### src/rtl/mac_shift_pkg.sv
// mac_shift_pkg: shared types and constants for the MAC alignment shifter.
//   shift_mode_t : runtime shift mode, encoded as on the in_mode port.
//   f_lvls       : number of binary shift levels for a given data width.
//   LVLS         : level count for the default 32-bit datapath.
package mac_shift_pkg;

  typedef enum logic [1:0] {
    MODE_LSR = 2'b00,
    MODE_ASR = 2'b01,
    MODE_LSL = 2'b10,
    MODE_ROR = 2'b11
  } shift_mode_t;

  function automatic int f_lvls(input int w);
    return $clog2(w);
  endfunction

  localparam int DEF_WIDTH = 32;
  localparam int LVLS      = f_lvls(DEF_WIDTH);

endpackage

### src/rtl/mac_shift_level.sv
// mac_shift_level: one binary level of the right barrel shifter.
//   i_data/o_data : word in / word out (shifted right by DIST when i_en)
//   i_en          : apply this level
//   i_mode        : ROR recirculates the low bits, other modes fill
//   i_fill        : fill bit for the vacated top positions
//   o_disc        : bits dropped off the bottom (zero for ROR or when idle)
module mac_shift_level
  import mac_shift_pkg::*;
#(
  parameter int WIDTH = 32,
  parameter int DIST  = 1
) (
  input  logic [WIDTH-1:0] i_data,
  input  logic             i_en,
  input  shift_mode_t      i_mode,
  input  logic             i_fill,
  output logic [WIDTH-1:0] o_data,
  output logic [DIST-1:0]  o_disc
);

  logic [DIST-1:0] w_top;

  always_comb begin
    w_top  = (i_mode == MODE_ROR) ? i_data[DIST-1:0] : {DIST{i_fill}};
    o_data = i_en ? {w_top, i_data[WIDTH-1:DIST]} : i_data;
    o_disc = (i_en && i_mode != MODE_ROR) ? i_data[DIST-1:0] : '0;
  end

endmodule

### src/rtl/mac_align_shifter.sv
// mac_align_shifter: two-stage pipelined barrel shifter for MAC operand alignment.
//   clk, rst             : clock, asynchronous active-high reset
//   in_valid/in_ready    : input handshake (in_ready low while rst)
//   in_data/in_shift/in_mode : operand, shift amount, mode (LSR/ASR/LSL/ROR)
//   out_valid/out_ready  : output handshake
//   out_data/out_sticky/out_ovf : result, OR of discarded bits, over-range flag
// S1 runs the large-distance levels, S2 the rest; LSL is done as a right
// shift on a bit-reversed word.
module mac_align_shifter
  import mac_shift_pkg::*;
#(
  parameter int WIDTH   = 32,
  parameter int SHIFT_W = 6
) (
  input  logic               clk,
  input  logic               rst,
  input  logic               in_valid,
  output logic               in_ready,
  input  logic [WIDTH-1:0]   in_data,
  input  logic [SHIFT_W-1:0] in_shift,
  input  logic [1:0]         in_mode,
  output logic               out_valid,
  input  logic               out_ready,
  output logic [WIDTH-1:0]   out_data,
  output logic               out_sticky,
  output logic               out_ovf
);

  localparam int LV = f_lvls(WIDTH);
  localparam int H  = (LV + 1) / 2;  // levels done in S1

  function automatic logic [WIDTH-1:0] f_rev(input logic [WIDTH-1:0] d);
    for (int i = 0; i < WIDTH; i++) f_rev[i] = d[WIDTH-1-i];
  endfunction

  // S1 / S2 state
  logic              r_s1_vld, r_s2_vld;
  logic [WIDTH-1:0]  r_s1_data;
  logic [LV-H-1:0]   r_s1_amt;
  shift_mode_t       r_s1_mode;
  logic              r_s1_fill, r_s1_ovf, r_s1_sticky;
  logic [WIDTH-1:0]  r_out_data;
  logic              r_out_sticky, r_out_ovf;

  shift_mode_t       w_mode;
  logic              w_fill, w_ovf, w_s1_ld, w_s2_adv;
  logic [WIDTH-1:0]  w_s1_data, w_s2_data;
  logic              w_s1_sticky, w_s2_sticky;
  logic [LV:0][WIDTH-1:0] w_ch;
  logic [LV-1:0]     w_dor;

  assign w_mode = shift_mode_t'(in_mode);
  assign w_fill = (w_mode == MODE_ASR) & in_data[WIDTH-1];
  // any set bit above the level range means shift >= WIDTH
  assign w_ovf  = (w_mode != MODE_ROR) && (|in_shift[SHIFT_W-1:LV]);
  assign w_ch[0] = (w_mode == MODE_LSL) ? f_rev(in_data) : in_data;

  for (genvar j = 0; j < LV; j++) begin : g_lvl
    localparam int LD = 1 << (LV - 1 - j);
    logic [WIDTH-1:0] w_in;
    logic             w_en, w_f;
    shift_mode_t      w_m;
    logic [LD-1:0]    w_disc;
    if (j < H) begin : g_s1
      assign w_in = w_ch[j];
      assign w_en = in_shift[LV-1-j];
      assign w_m  = w_mode;
      assign w_f  = w_fill;
    end else begin : g_s2
      // first S2 level picks up the S1 register instead of the chain
      assign w_in = (j == H) ? r_s1_data : w_ch[j];
      assign w_en = r_s1_amt[LV-1-j] & ~r_s1_ovf;
      assign w_m  = r_s1_mode;
      assign w_f  = r_s1_fill;
    end
    mac_shift_level #(.WIDTH(WIDTH), .DIST(LD)) u_lvl (
      .i_data(w_in), .i_en(w_en), .i_mode(w_m), .i_fill(w_f),
      .o_data(w_ch[j+1]), .o_disc(w_disc)
    );
    assign w_dor[j] = |w_disc;
  end

  // over-range: the whole word goes out, so the result is pure fill
  assign w_s1_data   = w_ovf ? {WIDTH{w_fill}} : w_ch[H];
  assign w_s1_sticky = w_ovf ? (|in_data) : (|w_dor[H-1:0]);
  assign w_s2_data   = (r_s1_mode == MODE_LSL) ? f_rev(w_ch[LV]) : w_ch[LV];
  assign w_s2_sticky = r_s1_sticky | (|w_dor[LV-1:H]);

  assign w_s2_adv = !r_s2_vld || out_ready;
  assign w_s1_ld  = !r_s1_vld || w_s2_adv;
  assign in_ready = !rst && w_s1_ld;

  always_ff @(posedge clk or posedge rst) begin
    if (rst) begin
      r_s1_vld    <= 1'b0;
      r_s1_data   <= '0;
      r_s1_amt    <= '0;
      r_s1_mode   <= MODE_LSR;
      r_s1_fill   <= 1'b0;
      r_s1_ovf    <= 1'b0;
      r_s1_sticky <= 1'b0;
    end else if (w_s1_ld) begin
      r_s1_vld <= in_valid;
      if (in_valid) begin
        r_s1_data   <= w_s1_data;
        r_s1_amt    <= in_shift[LV-H-1:0];
        r_s1_mode   <= w_mode;
        r_s1_fill   <= w_fill;
        r_s1_ovf    <= w_ovf;
        r_s1_sticky <= w_s1_sticky;
      end
    end
  end

  always_ff @(posedge clk or posedge rst) begin
    if (rst) begin
      r_s2_vld     <= 1'b0;
      r_out_data   <= '0;
      r_out_sticky <= 1'b0;
      r_out_ovf    <= 1'b0;
    end else if (w_s2_adv) begin
      r_s2_vld <= r_s1_vld;
      if (r_s1_vld) begin
        r_out_data   <= w_s2_data;
        r_out_sticky <= w_s2_sticky;
        r_out_ovf    <= r_s1_ovf;
      end
    end
  end

  assign out_valid  = r_s2_vld;
  assign out_data   = r_out_data;
  assign out_sticky = r_out_sticky;
  assign out_ovf    = r_out_ovf;

endmodule

### config.mk
export PLATFORM = sky130hd
export DESIGN_NAME = mac_align_shifter
export DESIGN_NICKNAME = d
export VERILOG_FILES = /design/src/rtl/mac_shift_pkg.sv /design/src/rtl/mac_shift_level.sv /design/src/rtl/mac_align_shifter.sv
export SDC_FILE = /design/constraint.sdc
export NUM_CORES = 1
export LEC_CHECK = 0
export BUFFER_PORTS_ARGS = -buffer_cell sky130_fd_sc_hd__buf_2
export CORE_MARGIN = 5
export CORE_UTILIZATION = 37
export DETAILED_ROUTE_END_ITERATION = 8
export PLACE_DENSITY_LB_ADDON = 0.05
export SLEW_MARGIN = 5
export SYNTH_ARGS = -nofsm -noshare
export SYNTH_HDL_FRONTEND = slang
export SYNTH_SLANG_ARGS = --single-unit
export TNS_END_PERCENT = 10
### constraint.sdc
create_clock -name clk -period 2.79 [get_ports clk]
set_input_delay 0.279 -clock clk [delete_from_list [all_inputs] [get_ports clk]]
set_output_delay 0.279 -clock clk [all_outputs]
set_load 0.1 [all_outputs]
==> results of run 1 <==
==> metal layers <==
metal	GRT usage (%)	up-vias	part of all wire, %
met3	2.438	34	4.6
met1	26.06	2495	45
met2	31.90	156	48
met5	0	-	0
met4	7.919	0	2.9
li1	-	2503	-
==> cells in the mapped netlist, drive strengths merged <==
| master | number | area [um2] |
|---|---|---|
| nor2b | 5 | 41.29 |
| o221a | 8 | 90.08 |
| nand3b | 2 | 15.01 |
| mux2i | 115 | 1164 |
| o21ai | 75 | 375.4 |
| and4 | 1 | 8.760 |
| a21oi | 45 | 225.2 |
| nand2 | 82 | 307.8 |
| and3 | 1 | 6.260 |
| a31oi | 20 | 125.1 |
| a211oi | 7 | 52.55 |
| a211o | 1 | 8.760 |
| a221o | 1 | 10.01 |
| o22ai | 9 | 56.30 |
| o21bai | 1 | 7.510 |
| clkbuf | 29 | 108.9 |
| nor2 | 37 | 138.9 |
| nand2b | 7 | 43.79 |
| buf | 28 | 166.4 |
| or2 | 2 | 12.51 |
| nor4 | 6 | 43.79 |
| inv | 5 | 18.77 |
| a41oi | 1 | 8.760 |
| o211ai | 1 | 7.510 |
| mux2 | 4 | 45.04 |
| dfrtp | 75 | 1877 |
| nand3 | 4 | 20.02 |
| nor3 | 2 | 10.01 |
| a21boi | 2 | 15.01 |
| a2bb2oi | 1 | 8.760 |
| o221ai | 10 | 87.58 |
| a22o | 13 | 113.9 |
| mux4 | 13 | 292.8 |
| o311ai | 1 | 8.760 |
| and2 | 6 | 37.54 |
| or4 | 4 | 30.03 |
| a221oi | 3 | 26.28 |
| a22oi | 1 | 7.510 |
| o21a | 7 | 52.55 |
| a21o | 3 | 22.52 |
| a311oi | 2 | 17.52 |
==> flip-flops by register name (all words and copies together) (netlist names), 2 cells and up <==
name	flops
r_s1_amt	2
g_lvl.w_m	2
g_lvl.w_in	32
out_data	32
==> worst register-to-register path: stages, from the launching register on <==
cell and delay [ns]:
dfrtp_1 0.40, nand3b_1 0.15, nand2_1 0.12, a31oi_1 0.63, nand2_1 0.36, buf_4 0.29
o221a_1 0.27
==> power by group through the flow <==
stage               clock network (W)  registers, W  logic, W
floorplan                           0       0.00281   0.00102
global placement                    0       0.00158   0.00282
detailed placement                  0       0.00159   0.00283
CTS                           0.00130       0.00157   0.00284
global route                  0.00134       0.00161   0.00299
finish                        0.00126       0.00157   0.00282
==> through the flow <==
stage | power [W] | utilization, % | setup slack (ns) | instance area, um2
5_1_grt | 0.005940 | 43.28 | 0.2713 | 6579
4_1_cts | 0.005707 | 43.28 | 0.4532 | 6579
3_5_place_dp | 0.004424 | 41.11 | 0.3602 | 6250
3_3_place_gp | 0.004401 | 41.11 | 0.4237 | 6250
2_1_floorplan | 0.003834 | - | 0.4439 | 5719
6_report | 0.005649 | 43.28 | 0.4682 | 6579
==> layout make-up <==
| cell class | count | area [um2] |
|---|---|---|
| tap | 188 | 235.2 |
| sequential | 75 | 1877 |
| timing repair buffer | 98 | 550.5 |
| multi-input combinational | 503 | 3565 |
| clock buffer | 12 | 256.5 |
| inverter | 5 | 22.52 |
| clock inverter | 4 | 72.57 |
| fill | 1533 | 8623 |
==> kinds of logic (layout without fill, tap and decap cells) <==
logic type,count (synthesis),after routing,share of synthesized area [%]
compound gates,212,212,23.23
buf+inv,62,119,5.144
flops,75,75,32.84
mux,132,132,26.27
simple gates,159,159,12.52
==> worst min path at each step <==
stage	end	slack, ns	cells after the start
2_1_floorplan	r_s1_amt[0]	0.38	2
3_3_place_gp	out_data[31]	0.46	1
3_5_place_dp	out_data[3]	0.47	2
6_report	r_s1_amt[1]	0.14	3
5_1_grt	r_s1_amt[0]	0.14	3
4_1_cts	r_s1_amt[1]	0.13	3
==> impl_results.md, run 1 <==
* Placed Cells incl. Taps at 869
* Cells after Synth at 640
* LEAKAGE at 2.937 nW
* Via Count at 5,188
* Overall global routing resource usage at 19.45%
* Hold WS at 0.1371 ns
* Drt drc at 0
* Layout cells sized above 1 at 21.38%
* Setup violation total in the final timing report at 0
* Startpoint Class: flop
* Crit. End Element: flop
* Crit path to: g_lvl[3].w_in[11]
* Skew final at 0.008931 ns
* # IOs at 80
* CTS clock-pin slew for the worst setup and hold paths at 0.06 ns
* Commonest non-fill, non-tap cell in the layout: mux2i_1
* Syn_area_per_cell at 8.930 um2
* Slew at the pin closest to its max-slew limit at 0.9481 ns
* Worst skew pair latency at 0.34 ns
* Final Wtd Congestion at 0.8302
* CTS sink count at 75
* Aggregate global routing overflow at 0
* Initial Utilization at 37.60%
* Fin cells at 885
* Seq cells post-synth at 75
* Pre-antenna DRT Iters at 5
* Die area at 18,030 um2
* FMAX at 430.7 MHz
* Row cnt at 45
* Worst EP arrival at 2.54 ns
* Final TNS setup at 0 ns
* Proportion of power drawn by combinational gates at 49.9%
* Tmin final at 2.322 ns
* Die Ht at 134.3 um
* Power per cell area at 858.6 nW/um2
* DP Wirelength at 13,580 um
* Sw frac at 49.21%
* Crit-path max cell delay at 0.63 ns
* PostCTS Resize Cnt at 0
* Synth warn at 0
* Clock network fraction of total power at 22.4%
* Hold Crit Class: in -> reg
* Max-capacitance violation count at 0
* WL/cell at 19.68 um
* Mapped cell area at 5715 um2
* Initial antenna violation count at 0
* CP top delay family: compound AO/OA/AOI/OAI gates
* Flop2flop setup slack at 0.47 ns
* Critical path type: reg -> reg
* Clk buf depth at 2
* Sequential power share at 27.7%
* Port Buffers at 79
* Synthesis-to-layout area growth at 15.11%
* Largest net degree at the start of global routing at 76
* Root buffer cell: clkbuf_16
* Reg2reg start: r_s1_vld
* WP data required at 3.01 ns
* Final Net Count at 736
* Core area at 15,200 um2
* FF-to-FF End: g_lvl[3].w_in[11]
* Hold Fails Final Rpt at 0
* Unrepaired setup endpoints after global routing: no
* Antenna-violating nets left at 0
* Final worst path period share at 83.22%
* Vias per inst at 5.862
* Htree depth at 3
* CTS Hold Bufs at 0
* Worst VDD drop at 0.0003731 V
* Drt first-iter violations at 227
* Min-delay src: in_shift[1]
* Syn Nets at 684
* Sw Pwr at 0.002780 W
* Status: completed
* First-pass GRT wire length at 28,230 um
* Most used cell, CP: nand2_1
* CP cell instances: nand3b_1, nand2_1, a31oi_1, nand2_1, buf_4, o221a_1
* Most frequent cells in the layout: mux2i_1, nand2_1, buf_2, dfrtp_1, o21ai_0
* Final Max Slew Viols at 0
* Buffers & Inverters on Critical Path at 1
* Int Power at 0.002869 W
* TritonCTS Buffers at 9
* Crit path max fanout at 13
* Netlist cell types at 51
* Post-Route WL at 17,420 um
* CTS tree: done
* N_diodes at 0
* Post-CTS Setup Inserts at 0
* Post-synthesis sequential area ratio at 32.84%
* Critical path depth at 6
* Rel. slew slack at 36.79%
* Vias in the first global route at 5,154
* Slowest cell on crit path: a31oi_1
* R2R depth at 6
* Die W at 134.3 um
* CP startpoint: r_s1_vld
Note: power is estimated with default switching activity, not from simulation.
==> run 2, diff against run 1 <==
- ABC_AREA: unset -> 1
- clock period: 2.79 -> 2.4 ns (I/O delays scaled with it)
==> run 2 against run 1 <==
  * Core utilization grew 0.46 points
  * Non-clock buffer count grew 10
  * Combinational power rose by 34%
  * Wire length increased by 19%
  * Critical path type is now in -> out
  * Critical endpoint is now in_ready
  * Highest routed layer unchanged
==> impl_results.md, run 2 <==
* Tmin final at 1.942 ns
* Antenna-violating nets left at 0 (unchanged)
* Final worst path period share at 80.94%
* Crit. End Element: output pin (was flop)
* Startpoint Class: primary input (was flop)
* Rel. slew slack at 49.72% (was 36.79%)
* Cells after Synth at 953 (was 640)
* Vias in the first global route at 6,352 (was 5,154)
* Core area at 15,770 um2 (was 15,200 um2)
* Total power at 0.007109 W (was 0.005649 W)
* Sequential power share at 25.7% (was 27.7%)
* Top cells by area, synth: dfrtp_1, nand2_1, nand3_1, o21ai_0, inv_1 (was dfrtp_1, mux2i_1, o21ai_0, nand2_1, mux4_2)
* Skew final at 0.01248 ns (was 0.008931 ns)
* First-pass GRT wire length at 33,310 um (was 28,230 um)
* Synth area leader: dfrtp_1 (unchanged)
* Synth warn at 0 (unchanged)
* PostCTS Resize Cnt at 0 (unchanged)
* WL met2 at 9552 um (was 8305 um)
* Mapped cell area at 5913 um2 (was 5715 um2)
* Status: completed (unchanged)
* Port Buffers at 79 (unchanged)
* Proportion of power drawn by combinational gates at 53.1% (was 49.9%)
* Die area at 18,610 um2 (was 18,030 um2)
* Unrepaired setup endpoints after global routing: no (unchanged)
* Slew at the pin closest to its max-slew limit at 0.7534 ns (was 0.9481 ns)
* WL met1 at 9474 um (was 7806 um)
* Sw Pwr at 0.003809 W (was 0.002780 W)
* Layout cells sized above 1 at 12.50% (was 21.38%)
* Int Power at 0.003300 W (was 0.002869 W)
* Max-capacitance violation count at 0 (unchanged)
* WL/cell at 16.76 um (was 19.68 um)
* LEAKAGE at 3.594 nW (was 2.937 nW)
* Post-synth EDFFs at 0 (unchanged)
* Post-Route WL at 20,650 um (was 17,420 um)
* Commonest cells post-synth: nand2_1, nand3_1, o21ai_0 (was mux2i_1, nand2_1, dfrtp_1)
* Final design instance area without fill at 6897 um2 (was 6579 um2)
* Asr flop ratio synth at 100.0% (unchanged)
* Drt drc at 0 (unchanged)
* Synth top area share at 31.74% (was 32.84%)
* # IOs at 80 (unchanged)
* Crit path max fanout at 16 (was 13)
* Netlist cell types at 26 (was 51)
* Largest net degree at the start of global routing at 58 (was 76)
* Drt first-iter violations at 472 (was 227)
* Die W at 136.4 um (was 134.3 um)
* Clk buf depth at 2 (unchanged)
* Overall global routing resource usage at 22.81% (was 19.45%)
* Top layer in use: met4 (unchanged)
* Synthesis-to-layout area growth at 16.63% (was 15.11%)
* Row cnt at 46 (was 45)
* CTS tree: done (unchanged)
* Worst skew pair latency at 0.35 ns (was 0.34 ns)
* Htree depth at 3 (unchanged)
* Critical path type: in -> out (was reg -> reg)
* Via Count at 6,529 (was 5,188)
* N_diodes at 0 (unchanged)
* Syn_area_per_cell at 6.205 um2 (was 8.930 um2)
* Power per cell area at 1031 nW/um2 (was 858.6 nW/um2)
* Post-synthesis sequential area ratio at 31.74% (was 32.84%)
* Worst VDD drop at 0.0006011 V (was 0.0003731 V)
* Sw frac at 53.58% (was 49.21%)
* Setup violation total in the final timing report at 0 (unchanged)
* Most frequent cells in the layout: nand2_1, nand3_1, o21ai_0, inv_1, buf_2 (was mux2i_1, nand2_1, buf_2, dfrtp_1, o21ai_0)
* Initial antenna violation count at 0 (unchanged)
* Die Ht at 136.4 um (was 134.3 um)
* FMAX at 514.8 MHz
* Seq cells post-synth at 75 (unchanged)
* CTS sink count at 75 (unchanged)
* Clock network fraction of total power at 21.2% (was 22.4%)
* Hold WS at 0.09019 ns (was 0.1371 ns)
* Root buffer cell: clkbuf_16 (unchanged)
* Commonest non-fill, non-tap cell in the layout: nand2_1 (was mux2i_1)
* Final Net Count at 1,055 (was 736)
* DP Wirelength at 16,640 um (was 13,580 um)
* Vias per inst at 5.300 (was 5.862)
* Final TNS setup at 0 ns (unchanged)
* Area after DPL at 6559 um2 (was 6250 um2)
* Aggregate global routing overflow at 0 (unchanged)
* Syn Nets at 997 (was 684)
* Met3 wire length at 1072 um (was 809 um)
* Worst EP arrival at 1.70 ns (was 2.54 ns)
* CTS clock-pin slew for the worst setup and hold paths at 0.06 ns (about the same)
* Final Max Slew Viols at 0 (unchanged)
* WP data required at 2.16 ns (was 3.01 ns)
* Pre-antenna DRT Iters at 5 (unchanged)
* Final Wtd Congestion at 0.9630 (was 0.8302)
* Hold Fails Final Rpt at 0 (unchanged)
* Initial Utilization at 37.50% (was 37.60%)
* Ys flop type: dfrtp_1 (unchanged)
* Hold Crit Class: in -> reg (unchanged)
* Most frequent cell after synthesis: nand2_1 (was mux2i_1)
* TritonCTS Buffers at 9 (unchanged)
## run 2: changes by cell type in the layout (fill, tap and decap cells not counted), moves of 13 or more
| cell | before | now |
|---|---|---|
| nor2_1 | 37 | 70 |
| nand3_1 | 4 | 159 |
| inv_1 | 2 | 80 |
| a22oi_1 | 1 | 20 |
| a31oi_1 | 20 | 0 |
| o21ai_0 | 72 | 135 |
| mux2i_1 | 114 | 20 |
| a21oi_1 | 45 | 24 |
| a22o_1 | 13 | 0 |
| nand2_1 | 81 | 271 |
| mux4_2 | 13 | 0 |
## run 2: layer usage
metal  vias up  global-route usage, %
met2       200                  37.31
met3        34                  3.146
met4         0                  7.111
met1      2999                  31.23
met5         -                      0
li1       3296                      -
## run 2: cell families (layout without fill, tap and decap cells)
logic type             count (synthesis)  after routing  synth area share, %
buffers and inverters                144            207                9.924
flip-flops                            75             75                31.74
multiplexers                          20             20                3.385
AO/OA/AOI/OAI                        201            201                18.43
AND/OR/NAND/NOR                      513            513                36.52
## run 2: worst paths after layout
kind                        startpoint           end  slack [ns]  cells after the start
max reg2reg                   r_s1_ovf   out_data[9]        0.61                      7
min in group asynchronous          rst     out_valid        0.42                      3
min                        in_shift[1]   r_s1_amt[1]        0.09                      3
max                                rst      in_ready        0.46                      6
min reg2reg                out_data[5]   out_data[5]        0.48                      2
max in group asynchronous          rst  out_data[13]        1.25                      4
## run 2: stage by stage
step                      worst slack [ns]  utilization, %  std cells
after floorplan                     0.2255               -        953
after global placement              0.4700           41.59       1215
after detailed placement            0.4848           41.59       1215
after CTS                           0.4328           43.73       1232
after global routing                0.3387           43.73       1232
final                               0.4575           43.73       1232
## run 2: cell type report
cell class | count | area (um2)
repair buffers | 108 | 653.1
clock buffers | 11 | 242.7
fillers | 1815 | 8874
inverters | 83 | 315.3
multi-input cells | 734 | 3453
flip-flops and latches | 75 | 1877
clock inverters | 5 | 85.08
well taps | 216 | 270.3
## run 2: worst max-delay path: stages
cell and delay, ns:
dlygate4sd3_1 0.53, buf_2 0.13, clkinvlp_4 0.24, nand2_1 0.09, inv_1 0.05, buf_2 0.41
## run 2: timing repair
action / 4_1_cts / 5_1_grt
setup buffers: 0 / 0
hold endpoints to repair: 13 / 0
hold buffers: 1 / 0
## run 2: power groups by stage
stage	clock [W]	combinational, W	sequential, W
after floorplan	0	0.00121	0.00367
after global placement	0	0.00380	0.00184
after detailed placement	0	0.00380	0.00185
after CTS	0.00153	0.00380	0.00183
after global routing	0.00159	0.00406	0.00188
final	0.00150	0.00378	0.00183
